==> config.mk <==
export PLATFORM = sky130hd
export DESIGN_NAME = sync_fifo_thr_flat
export DESIGN_NICKNAME = d
export VERILOG_FILES = /design/src/rtl/fifo_pkg.sv /design/src/rtl/sync_fifo_thr_if.sv /design/src/rtl/fifo_mem.sv /design/src/rtl/sync_fifo_thr.sv /design/src/flat_wrapper.sv
export SDC_FILE = /design/constraint.sdc
export NUM_CORES = 1
export LEC_CHECK = 0
export CORE_MARGIN = 10
export CORE_UTILIZATION = 40
export CTS_CLUSTER_DIAMETER = 40
export DETAILED_ROUTE_END_ITERATION = 16
export HOLD_SLACK_MARGIN = 0.08
export SETUP_SLACK_MARGIN = 0.02
export SLEW_MARGIN = 20
export SYNTH_ARGS = -nofsm -noshare
export SYNTH_HDL_FRONTEND = slang
export SYNTH_HIERARCHICAL = 1
export SYNTH_SLANG_ARGS = --single-unit
export TNS_END_PERCENT = 5
==> constraint.sdc <==
create_clock -name clock -period 6.5 [get_ports clock]
set_input_delay 1.3 -clock clock [delete_from_list [all_inputs] [get_ports clock]]
set_output_delay 1.3 -clock clock [all_outputs]
set_load 0.005 [all_outputs]
==> src/rtl/fifo_pkg.sv <==
// Shared types and helpers for the threshold FIFO family.
// Pointer and count arithmetic live here so every FIFO variant wraps identically.
package fifo_pkg;

   typedef struct packed {
      logic ovf;
      logic unf;
   } fifo_err_t;

   function automatic int cnt_w(input int depth);
      return $clog2(depth + 1);
   endfunction

   // Wrap at depth-1 so non-power-of-two depths never index a missing entry.
   function automatic int ptr_inc(input int ptr, input int depth);
      return (ptr == depth - 1) ? 0 : ptr + 1;
   endfunction

endpackage

==> src/rtl/sync_fifo_thr_if.sv <==
// Producer/consumer handshake and status bundle for sync_fifo_thr.
// master = the side driving push/pop, slave = the FIFO itself.
interface sync_fifo_thr_if #(
   parameter int data_w = 8,
   parameter int depth  = 4
);
   localparam int cw = fifo_pkg::cnt_w(depth);

   logic              push_i;
   logic [data_w-1:0] push_data_i;
   logic              pop_i;
   logic [data_w-1:0] pop_data_o;
   logic              clr_err_i;
   logic              e_o;
   logic              f_o;
   logic              ae_o;
   logic              af_o;
   logic [cw-1:0]     count_o;
   logic              ovf_o;
   logic              unf_o;

   modport master (
      output push_i, push_data_i, pop_i, clr_err_i,
      input  pop_data_o, e_o, f_o, ae_o, af_o, count_o, ovf_o, unf_o
   );

   modport slave (
      input  push_i, push_data_i, pop_i, clr_err_i,
      output pop_data_o, e_o, f_o, ae_o, af_o, count_o, ovf_o, unf_o
   );
endinterface

==> src/rtl/fifo_mem.sv <==
// depth x data_w storage: one synchronous write port, one asynchronous read port.
module fifo_mem #(
   parameter int data_w = 8,
   parameter int depth  = 4,
   parameter int aw     = 2
) (
   input  logic              clock,
   input  logic              we,
   input  logic [aw-1:0]     waddr,
   input  logic [data_w-1:0] wdata,
   input  logic [aw-1:0]     raddr,
   output logic [data_w-1:0] rdata
);
   logic [data_w-1:0] mem [depth];

   always_ff @(posedge clock) begin
      if (we) mem[waddr] <= wdata;
   end

   assign rdata = mem[raddr];
endmodule

==> src/rtl/sync_fifo_thr.sv <==
// Synchronous FIFO with programmable almost-full/almost-empty thresholds and sticky errors.
// Define FIFO_FWFT_EN for first-word-fall-through reads; default is a registered read port.
module sync_fifo_thr
   import fifo_pkg::*;
#(
   parameter int data_w = 8,
   parameter int depth  = 4,
   parameter int af_thr = depth - 1,
   parameter int ae_thr = 1
) (
   input  logic      clock,
   input  logic      reset,
   sync_fifo_thr_if.slave bus
);
   localparam int cw = cnt_w(depth);
   localparam int pw = $clog2(depth);

   logic [pw-1:0]     wptr_q;
   logic [pw-1:0]     rptr_q;
   logic [cw-1:0]     count_q;
   logic [cw-1:0]     count_nxt;
   logic              push_acc;
   logic              pop_acc;
   fifo_err_t         err_q;
   fifo_err_t         err_nxt;
   logic              e_q;
   logic              f_q;
   logic              ae_q;
   logic              af_q;
   logic [data_w-1:0] rd_word;

   fifo_mem #(
      .data_w (data_w),
      .depth  (depth),
      .aw     (pw)
   ) u_mem (
      .clock (clock),
      .we    (push_acc),
      .waddr (wptr_q),
      .wdata (bus.push_data_i),
      .raddr (rptr_q),
      .rdata (rd_word)
   );

   // A pop on full frees a slot this cycle, so a same-cycle push may reuse it.
   always_comb begin
      push_acc  = bus.push_i && (!f_q || bus.pop_i);
      pop_acc   = bus.pop_i && !e_q;
      count_nxt = count_q;
      unique case ({push_acc, pop_acc})
         2'b10:   count_nxt = count_q + cw'(1);
         2'b01:   count_nxt = count_q - cw'(1);
         default: count_nxt = count_q;
      endcase
      err_nxt.ovf = (err_q.ovf && !bus.clr_err_i) || (bus.push_i && !push_acc);
      err_nxt.unf = (err_q.unf && !bus.clr_err_i) || (bus.pop_i && !pop_acc);
   end

   always_ff @(posedge clock) begin
      if (reset) begin
         wptr_q  <= '0;
         rptr_q  <= '0;
         count_q <= '0;
         err_q   <= '0;
         e_q     <= 1'b1;
         f_q     <= 1'b0;
         ae_q    <= 1'b1;
         af_q    <= 1'b0;
      end else begin
         if (push_acc) wptr_q <= pw'(ptr_inc(int'(wptr_q), depth));
         if (pop_acc)  rptr_q <= pw'(ptr_inc(int'(rptr_q), depth));
         count_q <= count_nxt;
         err_q   <= err_nxt;
         // Flags come from the next count so they line up with count_o.
         e_q     <= (count_nxt == '0);
         f_q     <= (count_nxt == cw'(depth));
         ae_q    <= (count_nxt <= cw'(ae_thr));
         af_q    <= (count_nxt >= cw'(af_thr));
      end
   end

`ifdef FIFO_FWFT_EN
   assign bus.pop_data_o = rd_word;
`else
   logic [data_w-1:0] rd_q;

   always_ff @(posedge clock) begin
      if (reset)        rd_q <= '0;
      else if (pop_acc) rd_q <= rd_word;
   end

   assign bus.pop_data_o = rd_q;
`endif

   assign bus.e_o     = e_q;
   assign bus.f_o     = f_q;
   assign bus.ae_o    = ae_q;
   assign bus.af_o    = af_q;
   assign bus.count_o = count_q;
   assign bus.ovf_o   = err_q.ovf;
   assign bus.unf_o   = err_q.unf;
endmodule

==> src/flat_wrapper.sv <==
// flat-port wrapper written by rule: the top's interface ports become plain ports
module sync_fifo_thr_flat import fifo_pkg::*;
#(
   parameter int data_w = 8,
   parameter int depth  = 4,
   parameter int af_thr = depth - 1,
   parameter int ae_thr = 1
)
  (clock, reset, bus_push_i, bus_push_data_i, bus_pop_i, bus_clr_err_i, bus_pop_data_o, bus_e_o, bus_f_o, bus_ae_o, bus_af_o, bus_count_o, bus_ovf_o, bus_unf_o);
  sync_fifo_thr_if #(.data_w(data_w), .depth(depth)) bus_i ();
  input  logic clock;
  input  logic reset;
  input wire logic [$bits(bus_i.push_i)-1:0] bus_push_i;
  input wire logic [$bits(bus_i.push_data_i)-1:0] bus_push_data_i;
  input wire logic [$bits(bus_i.pop_i)-1:0] bus_pop_i;
  input wire logic [$bits(bus_i.clr_err_i)-1:0] bus_clr_err_i;
  output wire logic [$bits(bus_i.pop_data_o)-1:0] bus_pop_data_o;
  output wire logic [$bits(bus_i.e_o)-1:0] bus_e_o;
  output wire logic [$bits(bus_i.f_o)-1:0] bus_f_o;
  output wire logic [$bits(bus_i.ae_o)-1:0] bus_ae_o;
  output wire logic [$bits(bus_i.af_o)-1:0] bus_af_o;
  output wire logic [$bits(bus_i.count_o)-1:0] bus_count_o;
  output wire logic [$bits(bus_i.ovf_o)-1:0] bus_ovf_o;
  output wire logic [$bits(bus_i.unf_o)-1:0] bus_unf_o;
  assign bus_i.push_i = bus_push_i;
  assign bus_i.push_data_i = bus_push_data_i;
  assign bus_i.pop_i = bus_pop_i;
  assign bus_i.clr_err_i = bus_clr_err_i;
  assign bus_pop_data_o = bus_i.pop_data_o;
  assign bus_e_o = bus_i.e_o;
  assign bus_f_o = bus_i.f_o;
  assign bus_ae_o = bus_i.ae_o;
  assign bus_af_o = bus_i.af_o;
  assign bus_count_o = bus_i.count_o;
  assign bus_ovf_o = bus_i.ovf_o;
  assign bus_unf_o = bus_i.unf_o;
  sync_fifo_thr #(.data_w(data_w), .depth(depth), .af_thr(af_thr), .ae_thr(ae_thr)) u_core (.clock(clock), .reset(reset), .bus(bus_i));
endmodule
Word-level counts from Yosys, hierarchy flattened
Memories as Yosys holds them, arrays and structs flattened. A register that Yosys moved wholly into a read port is not among the register bits.
Index checks and enable logic that the tools add are counted.
{ "classes": {"addsub": 4, "n_lt_le_gt_ge": 2, "n_eq_ne": 5, "muxes": 5, "reduce_logical": 15} }
{ "op_table": {"columns": ["operator", "n"], "rows": [
  ["== test 2 x 1 -> 1 bit (second input constant)", 3],
  ["logical AND 1 bit", 6],
  ["one-hot mux 3 bit (2 select lines)", 1],
  ["logical NOT 1 bit", 5],
  ["adder 2 x 1 -> 2 bit (second input constant)", 2],
  ["two-way mux 2 bit", 2],
  ["adder 3 x 1 -> 3 bit (second input constant)", 1],
  ["== test 3 bit (second input constant)", 1],
  ["greater-or-equal comparator 3 x 2 -> 1 bit (second input constant)", 1],
  ["less-or-equal comparator 3 x 1 -> 1 bit (second input constant)", 1],
  ["logical NOT 3 bit", 1],
  ["logical OR 1 bit", 3],
  ["subtractor 3 x 1 -> 3 bit (second input constant)", 1],
  ["== test 2 bit (second input constant)", 1],
  ["two-way mux 1 bit", 2]
]} }
{ "totals": {"reg_bits": 13, "ram_bits": 32, "in_bits": 13, "elab_cells": 41, "n_memories": 1} }
{ "mem_list": {"columns": ["name", "depth", "word_bits", "read_ports", "rd_clocked_by_memory_dff", "wr", "line", "rtl"], "rows": [
  ["u_core.u_mem.mem", 4, 8, 1, 1, 1, "fifo_mem.sv:14", "logic [data_w-1:0] mem [depth];"]
]} }

Longest topological paths before layout
Gate-level depths: netlist of the first run.
{ "depth": {"depth_word": 6, "ltp_mapped": 9} }

Cells and area by module
Netlist of the first run, hierarchy kept.
{ "modules_own_cells": {"columns": ["mod", "n_inst", "cells_each", "area_each_um2", "seq_area_each_um2"], "rows": [
  ["fifo_mem", 1, 46, 1188.6, 960.9],
  ["sync_fifo_thr", 1, 97, 859.6, 420.4]
]} }

Least setup slack after synthesis of the first run
Ideal clock, no wire load.
{ "synth_path": {"kind": "input -> register", "start": "input port bus_pop_i", "end": "register u_core.af_q, in the netlist u_core/bus.af_o", "setup_time_ns": 0.106, "t_arrival_ns": 3.012, "required_ns": 6.394, "setup_slack_ns": 3.382, "cell_stages": 9, "n_path_buf": 2, "path_cell_list": "nand2b_1 buf_2 inv_2 buf_2 ha_1 fa_1 xnor2_1 or4_4 o311ai_0"} }
{ "synth_via": {"word_cells_on_any_way": 7, "classes_between": "order compare (1); eq/ne (2); mux (1); reduce/logical (3)"} }
{ "synth_rtl": {"columns": ["item", "line", "rtl"], "rows": [
  ["start, declared", "flat_wrapper.sv:15", "input wire logic [$bits(bus_i.pop_i)-1:0] bus_pop_i;"],
  ["logical AND 1 bit (*)", "sync_fifo_thr.sv:48", "pop_acc = bus.pop_i && !e_q;"],
  ["via u_core.pop_acc", "sync_fifo_thr.sv:23", "logic pop_acc;"],
  ["== test 2 x 1 -> 1 bit or == test 2 bit (tied branches)", "sync_fifo_thr.sv:50", "unique case ({push_acc, pop_acc})"],
  ["one-hot mux 3 bit (2 select lines) (*)", "sync_fifo_thr.sv:50", null],
  ["greater-or-equal comparator 3 x 2 -> 1 bit (*)", "sync_fifo_thr.sv:78", "af_q <= (count_nxt >= cw'(af_thr));"],
  ["end signal, assigned", "sync_fifo_thr.sv:78", null],
  ["end, declared", "sync_fifo_thr.sv:29", "logic af_q;"]
]} }
The timed path passes the listed nets; every way through them passes the cells marked *.
A chain may end at the register's enable or synchronous reset.

Worst setup path in the final report of the first run
{ "layout_path": {"start": "input port bus_pop_i", "end": "register u_core.af_q, in the netlist u_core/bus.af_o"} }
{ "layout_via": {"elab_chain_len": 5, "word_cells_on_any_way": 7, "classes_between": "order compare (1); eq/ne (2); mux (1); reduce/logical (3)"} }
{ "layout_rtl": {"columns": ["item", "line", "rtl"], "rows": [
  ["logical OR 1 bit", "sync_fifo_thr.sv:47", "push_acc = bus.push_i && (!f_q || bus.pop_i);"],
  ["logical AND 1 bit", "sync_fifo_thr.sv:47", null],
  ["== test 2 x 1 -> 1 bit or == test 2 bit (tied branches)", "sync_fifo_thr.sv:50", null],
  ["one-hot mux 3 bit (2 select lines) (*)", "sync_fifo_thr.sv:50", null],
  ["greater-or-equal comparator 3 x 2 -> 1 bit (*)", "sync_fifo_thr.sv:78", null]
]} }
Every way passes the cells marked *; elsewhere a longest branch is shown, timed or not.

==> impl_metrics.ini, run 1 <==
[status]
outcome = finished, final reports clean

[setup_path]
reg2regPathDepth = 7
critPathMaxFanout = 11
crit_start = bus_pop_i
r2r-end = u_core/bus.af_o
startpoint_type = input port
crit_chain = clkdlybuf4s50_1, nand2b_1, inv_2, ha_1, fa_1, xnor2_1, or4_4, o311ai_0
cp.required_ns = 6.69
reg2reg_slack_ns = 4.08
arrival_ns = 3.66
cpMaxStageDelayCell = clkdlybuf4s50_1
r2r-start = u_core/bus.e_o
slowest_delay_ns = 0.45
crit_path_end_kind = flop
path_class = input port to flop

[clock_tree]
numCtsBuffers = 5
clk_latency_ns = 0.30
cts_sinks = 53
cts-root-buf = clkbuf_8
ctsHoldBuffers = 0
cts_resized = 0
path_clk_slew_ns = 0.09
post_cts_buffers = 0
clockBufferDepth = 2
htreeDepth = 2
tritoncts = yes

[final_layout]
final_cell_mix = edfxtp_1 (32), clkdlybuf4s50_1 (29), nand2_1 (21), dfxtp_1 (21), a21oi_1 (14)
final_common_cell = edfxtp_1
antenna_cells = 0
area_delta_synth_final_pct = 20.6
drive_gt1_share_pct = 12.1
nNetsFinal = 190

[global_routing]
grt_max_degree = 21
grtUsageTotal_pct = 10.1
grt_pass1_vias = 1295
grt_pass1_wl_mm = 6.67
antenna_found_initial = 0
grt_overflow = 0

[yosys]
synth_mux_area_share_pct = 9.77
synth_cell_type_count = 32
ys_ff_latch = 53
syn_inst = 143
synth.net_count = 160
synth_xor_area_share_pct = 0.855
syn-cell-area_um2 = 2050
synth_top_family_by_area = simple AND/OR/NAND/NOR gates
synth_fa_ha_area_share_pct = 2.81
synth_compound_area_share_pct = 5.62
yosysSeqAreaShare_pct = 67.4
ys.warnings.count = 6
synth-simple-area-share_pct = 10.7
postSynthAreaPerCell_um2 = 14.3

[floorplanning]
rows = 25
dieArea_um2 = 8380
placeableCoreArea_um2 = 4850
die_y_um = 91.6
die_x_um = 91.6
start_util_pct = 42.2
io_pins = 30

[timing]
maxSlewViolCount = 0
setup_viol = 0
maxSlewHeadroom_pct = 51.7
final.setup.tns_ns = 0
fin_crit_sh_pct = 53.3
min_period_ns = 3.46
timing_worst_slew_pin_value_ns = 0.723
final_hold_viol_count = 0
setup_slack_ns = 3.04
final.setup_skew_ns = 0.00931
rsz0062_at_grt = false
max_freq_mhz = 289

[drt]
vias_per_cell = 4.94
routed_wl_mm = 4.02
vias = 1191
wl_per_cell_um = 16.7
drt_first_pass_iters = 4
antenna_left = 0
initialDrtViolationCount = 92
drc = 0

[placed_design]
portBuffers = 29
dp_hpwl_mm = 2.85
place.gp.congestion = 0.806
dp_slack_ns = 2.72

[min_path]
holdPathStages = 2
hold_path_startpoint = u_core/bus.pop_data_o[2]
holdCritPathClass = flop to flop
min_to = u_core/bus.pop_data_o[2]

[pwr]
p_leak_nw = 0.844
peakVddDrop_mv = 0.176
p_per_area_nw_per_um2 = 318

[flow_run]
cap_viol_max_count = 0
[final cells by class]
type | instances | area, µm²
Fill cell | 416 | 2380
Sequential cell | 53 | 1380
Multi-Input combinational cell | 80 | 609
Timing Repair Buffer | 30 | 298
Tap cell | 67 | 83.8
Clock buffer | 5 | 68.8
Clock inverter | 3 | 17.5
Inverter | 3 | 11.3
[per-layer routing]
layer	vias up	global-route usage, %	share of wire [%]
li1	582	-	-
met1	594	12.1	44
met2	13	16.6	52
met3	2	3.13	2.9
met4	0	3.39	0.52
met5	-	0	0
[worst max-delay path, delay by kind of cell]
kind | cells | cell delay [ns]
compound gates | 1 | 0.11
simple gates | 2 | 0.76
fa+ha+maj | 2 | 0.64
xor+xnor | 1 | 0.19
buf+inv | 2 | 0.64
[power breakdown]
group / leakage [nW] / internal [mW] / total [mW] / switching (mW)
sequential: 0.466 / 0.395 / 0.429 / 0.0339
clock: 0.0439 / 0.0744 / 0.176 / 0.101
combinational: 0.334 / 0.101 / 0.180 / 0.0790
[per-stage QoR]
step | utilization, % | power [mW] | instances | cell area, µm² | hold slack [ns]
finish | 50.9 | 0.784 | 241 | 2470 | 0.466
global placement | 49.2 | 0.615 | 233 | 2380 | 0.457
CTS | 50.9 | 0.794 | 241 | 2470 | 0.466
floorplan | - | 0.538 | 143 | 2050 | 0.452
global route | 50.9 | 0.834 | 241 | 2470 | 0.491
detailed placement | 49.2 | 0.620 | 233 | 2380 | 0.453
[cell usage after synthesis]
| master | count | area (µm²) |
|---|---|---|
| nor2_1 | 6 | 22.5 |
| or4_4 | 1 | 11.3 |
| xnor2_1 | 1 | 8.76 |
| xor2_1 | 1 | 8.76 |
| o311ai_0 | 1 | 8.76 |
| fa_1 | 1 | 20.0 |
| a21oi_1 | 14 | 70.1 |
| dfxtp_1 | 21 | 420 |
| buf_1 | 1 | 3.75 |
| o21ba_2 | 1 | 10.0 |
| a21oi_2 | 1 | 8.76 |
| mux4_2 | 8 | 180 |
| clkbuf_2 | 1 | 5.00 |
| mux2i_1 | 2 | 20.0 |
| nand2_1 | 21 | 78.8 |
| nor3_1 | 1 | 5.00 |
| nor4_1 | 2 | 12.5 |
| nand2b_1 | 4 | 25.0 |
| inv_2 | 1 | 3.75 |
| inv_1 | 2 | 7.51 |
| edfxtp_1 | 32 | 961 |
| o21bai_1 | 1 | 7.51 |
| buf_6 | 2 | 22.5 |
| buf_2 | 3 | 15.0 |
| and3b_1 | 2 | 17.5 |
| ha_1 | 3 | 37.5 |
| and3_1 | 1 | 6.26 |
| nor2b_1 | 2 | 12.5 |
| o21ai_0 | 2 | 10.0 |
| or4_1 | 1 | 7.51 |
| nand3_1 | 1 | 5.00 |
| nor3b_1 | 2 | 15.0 |
[cells by family (layout without fill, tap and decap cells)]
kind of cell	after synthesis	in the layout
buf+inv	10	41
fa+ha+maj	4	4
flops	53	53
compound gates	20	20
mux	10	10
simple gates	44	44
xor+xnor	2	2
[worst max path at each step]
stage	end	slack (ns)	cells past startpoint
5_1_grt	u_core/bus.af_o	2.87	8
6_report	u_core/bus.af_o	3.04	8
3_5_place_dp	u_core/bus.af_o	2.72	8
2_1_floorplan	u_core/bus.af_o	3.38	9
4_1_cts	u_core/bus.af_o	3.04	8
3_3_place_gp	u_core/bus.af_o	2.79	8
[flip-flops by register name (all words and copies together) (netlist names), 2 cells and up]
signal / flops
u_core/wptr_q: 2
u_core/u_mem/mem: 32
u_core/bus.pop_data_o: 8
u_core/rptr_q: 2
u_core/bus.count_o: 3
Power figures use the tool's default switching activity.
==> run 2: changes to the inputs <==
==> constraint.sdc (replaced) <==
create_clock -name clock -period 3.3 [get_ports clock]
set_input_delay 0.66 -clock clock [delete_from_list [all_inputs] [get_ports clock]]
set_output_delay 0.66 -clock clock [all_outputs]
set_load 0.005 [all_outputs]
==> impl_metrics.ini, run 2 (same netlist as run 1, synthesis figures left out) <==
[timing]
min_period_ns = 2.68
final.setup.tns_ns = 0
maxSlewHeadroom_pct = 55.7
fin_crit_sh_pct = 81.1
maxSlewViolCount = 0
hold_slack_ns = 0.457
final_hold_viol_count = 0
max_freq_mhz = 374
final.setup_skew_ns = 0.00883
rsz0062_at_grt = false
setup_viol = 0
timing_worst_slew_pin_value_ns = 0.663

[status]
outcome = finished, final reports clean

[clock_tree]
cts-root-buf = clkbuf_8
path_clk_slew_ns = 0.09
post_cts_buffers = 0
cts_resized = 0
cts_sinks = 53
tritoncts = yes
numCtsBuffers = 5
clockBufferDepth = 2
htreeDepth = 2
clk_latency_ns = 0.30
ctsHoldBuffers = 0

[final_layout]
largest_reg_flops = 32
final_common_cell = edfxtp_1
nNetsFinal = 192
top_register = u_core/u_mem/mem
drive_gt1_share_pct = 11.9
antenna_cells = 0
final_cell_mix = edfxtp_1 (32), clkdlybuf4s50_1 (29), nand2_1 (21), dfxtp_1 (21), a21oi_1 (14)
area_delta_synth_final_pct = 22.3

[setup_path]
critPathMaxFanout = 4
path_delay_family = simple AND/OR/NAND/NOR gates
arrival_ns = 2.84
reg2reg_slack_ns = 1.05
slowest_delay_ns = 0.51
path_buf_inv = 1
cpMaxStageDelayCell = clkdlybuf4s50_1
crit_chain = clkdlybuf4s50_1, nand2b_1, nand2_1, ha_1, fa_1, xnor2_1, or4_4, o311ai_0
r2r-end = u_core/bus.af_o
path_class = input port to flop
r2r-start = u_core/bus.e_o
cp.required_ns = 3.46
crit_path_end_kind = flop
reg2regPathDepth = 7
startpoint_type = input port

[drt]
vias = 1195
routed_wl_mm = 3.85
initialDrtViolationCount = 52
wl_per_cell_um = 15.8
drt_first_pass_iters = 4
vias_per_cell = 4.92
antenna_left = 0
drc = 0

[global_routing]
grt_pass1_wl_mm = 6.64
grt_overflow = 0
antenna_found_initial = 0
grt_pass1_vias = 1266
grtUsageTotal_pct = 9.94
grt_max_degree = 16

[min_path]
holdPathStages = 2
hold_path_startpoint = u_core/bus.pop_data_o[0]
min_to = u_core/bus.pop_data_o[0]
holdCritPathClass = flop to flop

[floorplanning]
dieArea_um2 = 8380
io_pins = 30
placeableCoreArea_um2 = 4850
start_util_pct = 42.2
rows = 25
die_y_um = 91.6
die_x_um = 91.6

[pwr]
peakVddDrop_mv = 0.301
p_leak_nw = 0.862
p_per_area_nw_per_um2 = 649

[placed_design]
dp_hpwl_mm = 2.73
portBuffers = 29
place.gp.congestion = 0.780

[flow_run]
cap_viol_max_count = 0
## run 2: cell types whose count changed in the layout (fill, tap and decap cells not counted), sizes merged
| cell | before | now |
|---|---|---|
| bufinv | 0 | 1 |
| clkinvlp | 1 | 0 |
| buf | 1 | 3 |
| clkbuf | 5 | 6 |
| clkinv | 2 | 1 |
## run 2: layout make-up
cell class,count,area [µm²]
Clock buffer,6,72.6
Clock inverter,2,33.8
Fill cell,427,2340
Inverter,3,11.3
Multi-Input combinational cell,80,609
Sequential cell,53,1380
Tap cell,67,83.8
Timing Repair Buffer,32,313
## run 2: worst max-delay path by stage
stage | startpoint | depth (start not counted) | slack, ns | end
after CTS | bus_pop_i | 8 | 0.65 | u_core/bus.af_o
after global routing | bus_pop_i | 8 | 0.56 | u_core/bus.af_o
after detailed placement | bus_pop_i | 8 | 0.34 | u_core/bus.af_o
final | bus_pop_i | 8 | 0.62 | u_core/bus.af_o
after global placement | bus_pop_i | 8 | 0.45 | u_core/bus.af_o
after floorplan | bus_pop_i | 9 | 0.82 | u_core/bus.af_o
## run 2: tightest hold or removal path: stages (launching register included)
cell and delay, ns:
dfxtp_1 0.32, nand2_1 0.05, a21oi_1 0.05
## run 2: metrics by stage
stage / util, % / power, mW / area [µm²] / instances / setup WS (ns)
after floorplan: - / 1.06 / 2050 / 143 / 0.822
after global placement: 49.5 / 1.22 / 2400 / 235 / 0.449
after detailed placement: 49.5 / 1.22 / 2400 / 235 / 0.344
after CTS: 51.7 / 1.64 / 2500 / 243 / 0.653
after global routing: 51.7 / 1.72 / 2500 / 243 / 0.556
final: 51.7 / 1.62 / 2500 / 243 / 0.623
## run 2: routing by layer
metal	track usage [%]	part of all wire, %
met2	16.4	50
met5	0	0
met4	3.92	1.4
met3	2.96	3.8
met1	11.9	44
## run 2: report_power, final
part           total (mW)  internal (mW)  leakage, nW  switching [mW]
Combinational       0.363          0.204        0.344           0.159
Clock               0.422          0.224       0.0528           0.198
Sequential          0.840          0.778        0.466          0.0618
Total                1.62           1.21        0.862           0.419
==> run 3: changes to the inputs <==
==> constraint.sdc (replaced) <==
create_clock -name clock -period 2.25 [get_ports clock]
set_input_delay 0.45 -clock clock [delete_from_list [all_inputs] [get_ports clock]]
set_output_delay 0.45 -clock clock [all_outputs]
set_load 0.005 [all_outputs]
==> impl_metrics.ini, run 3 (same netlist as run 1, synthesis figures left out) <==
[final_layout]
final_common_cell = edfxtp_1
layout.cells.non_filler = 254
nNetsFinal = 203
largest_reg_flops = 32
antenna_cells = 0
top_register = u_core/u_mem/mem
fin_util_pct = 54.4
final_cell_mix = edfxtp_1 (32), clkdlybuf4s50_1 (28), nand2_1 (21), dfxtp_1 (21), a21oi_1 (14)
area_delta_synth_final_pct = 28.8
drive_gt1_share_pct = 19.3
final_area_um2 = 2640
fillCellCount = 403

[drt]
routed_wl_mm = 3.98
vias_per_cell = 4.90
vias = 1245
drc = 0
antenna_left = 0
initialDrtViolationCount = 53
drt_first_pass_iters = 3
wl_per_cell_um = 15.7

[setup_path]
cp.required_ns = 2.45
path_class = input port to flop
arrival_ns = 2.30
startpoint_type = input port
crit_path_end_kind = flop
critPathMaxFanout = 4

[placed_design]
dp.cells = 246
postPlaceCellArea_um2 = 2520
portBuffers = 29
dp_hpwl_mm = 2.87
place.gp.congestion = 0.797

[floorplanning]
io_pins = 30
die_x_um = 91.6
placeableCoreArea_um2 = 4850
dieArea_um2 = 8380
die_y_um = 91.6
rows = 25
start_util_pct = 42.2

[pwr]
p_leak_nw = 0.929
p_per_area_nw_per_um2 = 929
peakVddDrop_mv = 0.484

[timing]
rsz0062_at_grt = false
setup_viol = 0
final.setup_skew_ns = 0.00840
maxSlewHeadroom_pct = 67.7
timing_worst_slew_pin_value_ns = 0.484
final_hold_viol_count = 0
min_period_ns = 2.10
maxSlewViolCount = 0
max_freq_mhz = 476
fin_crit_sh_pct = 93.3

[clock_tree]
cts-root-buf = clkbuf_8
post_cts_buffers = 0
path_clk_slew_ns = 0.09
cts_sinks = 53
clockBufferDepth = 2
tritoncts = yes
htreeDepth = 2
clk_latency_ns = 0.30
numCtsBuffers = 5

[global_routing]
grt_overflow = 0
antenna_found_initial = 0
grtUsageTotal_pct = 9.88
grt_pass1_vias = 1365
grt_pass1_wl_mm = 6.60
grt_max_degree = 17

[status]
outcome = finished, final reports clean

[flow_run]
cap_viol_max_count = 0

[min_path]
holdCritPathClass = flop to flop
[run 3: cell count changes in the layout (fill, tap and decap cells not counted), sizes merged]
cell           before  now
clkdlybuf4s50      29   28
buf                 3   14
dlygate4sd2         0    1
[run 3: what timing repair did]
action | in CTS | in global routing
hold buffers | 0 | 0
endpoints found under the hold margin | 0 | 0
setup endpoints to repair | 3 | 0
gates resized for setup | 3 | 0
[run 3: final timing paths]
kind | from | endpoint | slack [ns] | cells after the start
worst max-delay path | bus_push_i | u_core/bus.af_o | 0.15 | 7
worst min-delay path | u_core/bus.pop_data_o[6] | u_core/bus.pop_data_o[6] | 0.46 | 2
worst max register to register | u_core/bus.e_o | u_core/bus.af_o | 0.30 | 7
worst min register to register | u_core/bus.pop_data_o[6] | u_core/bus.pop_data_o[6] | 0.46 | 2
[run 3: critical path, cell delays in order]
cell and delay (ns):
clkdlybuf4s50_1 0.48, nand2_1 0.08, ha_2 0.21, fa_2 0.36, xnor2_2 0.17, or4_4 0.44, o311ai_0 0.11
[run 3: final cells by class]
type / count / area (µm²) / area share, %
multi-input cells: 80 / 622 / 23.6
flip-flops and latches: 53 / 1380 / 52.4
clock inverters: 2 / 35.0 / 1.33
well taps: 67 / 83.8 / 3.18
repair buffers: 43 / 432 / 16.4
clock buffers: 6 / 72.6 / 2.75
inverters: 3 / 11.3 / 0.427
[run 3: routing by layer]
metal  vias up  share of wire (%)  global-route usage (%)
li1        607                  -                       -
met1       611                 41                    10.3
met2        17                 53                    17.8
met3        10                3.5                    3.29
met4         0                2.1                    3.92
met5         -                  0                       0
[run 3: metrics by stage]
stage / TNS [ns] / total power [mW] / hold WS (ns) / setup WS [ns]
final: 0 / 2.45 / 0.457 / 0.150
after global routing: 0 / 2.59 / 0.475 / 0.0564
after CTS: 0 / 2.49 / 0.460 / 0.163
after detailed placement: -1.72 / 1.86 / 0.446 / -0.394
after global placement: -1.26 / 1.82 / 0.442 / -0.322
after floorplan: 0 / 1.56 / 0.452 / 0.0494
[run 3: where the power goes]
part / leakage, nW / total (mW) / switching [mW] / internal (mW)
logic: 0.408 / 0.609 / 0.261 / 0.348
registers: 0.466 / 1.23 / 0.0860 / 1.14
clock network: 0.0552 / 0.614 / 0.284 / 0.330
total: 0.929 / 2.45 / 0.631 / 1.82
==> edit (config.mk and constraints of run 3) <==
Build with the macro `FIFO_FWFT_EN` defined.
--- a/src/rtl/sync_fifo_thr.sv
+++ b/src/rtl/sync_fifo_thr.sv
@@ -2,2 +2,4 @@
 // Define FIFO_FWFT_EN for first-word-fall-through reads; default is a registered read port.
+`define FIFO_FWFT_EN
+
 module sync_fifo_thr
Function: changed (Yosys sat finds a counterexample within 4 cycles, from zero or initial values and one cycle with reset high).
==> edit against run 3 <==
Synthesized cell count shrank 27%. Design area shrank 9.8%. Core utilization grew 3.4 points. Final cell count down 19%. Clock power up 2%. Total power down 10%. Sequential cell count down 8. Sequential share of layout area is 0.90 points lower. Area after synthesis is 15% lower. Routed wire length is 17% lower. First-iteration DRC count grew 94%. Non-clock buffer count increased by 3. Worst setup slack got worse by 0.048 ns. Critical path type unchanged. Largest cell class unchanged.
==> edit: results (changes against run 3) <==
outcome -> complete, no violations (unchanged)
Worst Setup EP -> u_core/bus.ae_o (was u_core/bus.af_o)
sequential element share of the synthesized area -> 69.76% (was 67.44%)
CP Max Fanout -> 5 (was 4)
CP delay by family, top -> simple AND/OR/NAND/NOR gates (was adder cells)
initial drt markers -> 103 (was 53)
Non-CTS buffers -> 46 (was 43)
nonclk inv count -> 2 (was 3)
syn_nets -> 122 (was 160)
multi-input logic area -> 511.7 um2 (was 621.8 um2)
register area -> 1225 um2 (was 1381 um2)
reg-to-reg critical path startpoint -> u_core/bus.f_o (was u_core/bus.e_o)
Placed Area -> 2248 um2 (was 2521 um2)
xor/xnor share of the synthesized area -> 1.001% (was 0.8552%)
DRT Wirelength -> 3316 um (was 3980 um)
Worst Tran Pin Value -> 0.2165 ns (was 0.4836 ns)
Clock-cell share -> 5.047% (was 4.080%)
dpl ws -> -0.4149 ns (was -0.3941 ns)
VDD IR max -> 0.5638 mV (was 0.4840 mV)
# fillers -> 328 (was 403)
synth top area cells -> edfxtp_1 55%, dfxtp_1 15%, mux4_2 10% (was edfxtp_1 47%, dfxtp_1 21%, mux4_2 8.8%)
GRT Overall Usage -> 9.319% (was 9.879%)
multi-input gates -> 55 (was 80)
first-pass GRT wire length -> 5388 um (was 6596 um)
Synth cell types -> 25 (was 32)
Layout Skew -> 0.009445 ns (was 0.008402 ns)
switching power -> 529.1 uW (was 631.0 uW)
Final WS setup -> 0.1017 ns (was 0.1498 ns)
Synth Area in Adders -> 3.288% (was 2.810%)
nets@finish -> 172 (was 203)
largest net degree at the start of global routing -> 15 (was 17)
post-synthesis mux area share -> 12.01% (was 9.774%)
DRT Pass-1 Iters -> 4 (was 3)
commonest cells in the synthesized netlist -> 32 x edfxtp_1, 13 x dfxtp_1, 8 x mux4_2, 7 x a21oi_1, 7 x nor2_1 (was 32 x edfxtp_1, 21 x dfxtp_1, 21 x nand2_1, 14 x a21oi_1, 8 x mux4_2)
post-DP HPWL -> 2454 um (was 2872 um)
[edit: power groups by stage]
stage	registers [uW]	logic, uW	clock network [uW]
2_1_floorplan	1040	261	0
3_3_place_gp	1050	553	0
3_5_place_dp	1050	559	0
4_1_cts	1040	549	637
5_1_grt	1050	591	681
6_report	1040	535	624
[edit: worst min path at each step]
stage                      from                to  cells past startpoint
2_1_floorplan  u_core/bus.unf_o  u_core/bus.unf_o                      2
3_3_place_gp   u_core/bus.unf_o  u_core/bus.unf_o                      2
3_5_place_dp   u_core/bus.unf_o  u_core/bus.unf_o                      2
4_1_cts        u_core/bus.unf_o  u_core/bus.unf_o                      2
5_1_grt        u_core/bus.unf_o  u_core/bus.unf_o                      2
6_report       u_core/bus.unf_o  u_core/bus.unf_o                      2
[edit: tightest hold or removal path, stage by stage, from the launching register on]
cell and delay, ns:
dfxtp_1 0.32, nand2b_1 0.06, a21oi_1 0.06
[edit: what timing repair did]
action / CTS / global route
setup endpoints to repair: 10 / 1
cloned: 0 / 0
resized for setup: 12 / 1
[edit: logic make-up (layout without fill, tap and decap cells)]
family                   after synthesis  count (layout)
buffers and inverters                  5              56
flip-flops                            45              45
adder cells (fa/ha/maj)                4               4
multiplexers                          11              11
AO/OA/AOI/OAI                         10              10
AND/OR/NAND/NOR                       28              28
XOR/XNOR                               2               2
[edit: through the flow]
step,setup TNS (ns),instances
final,0,206
after global routing,0,206
after CTS,0,206
after detailed placement,-1.854,198
after global placement,-1.631,198
after floorplan,0,105
[edit: layer usage]
metal	wire [um]	up-vias	share of wire, %	track usage (%)
li1	-	500	-	-
met1	1374	500	41	10.63
met2	1718	25	52	15.42
met3	184	5	5.5	3.784
met4	38	0	1.1	3.144
met5	0	-	0	0
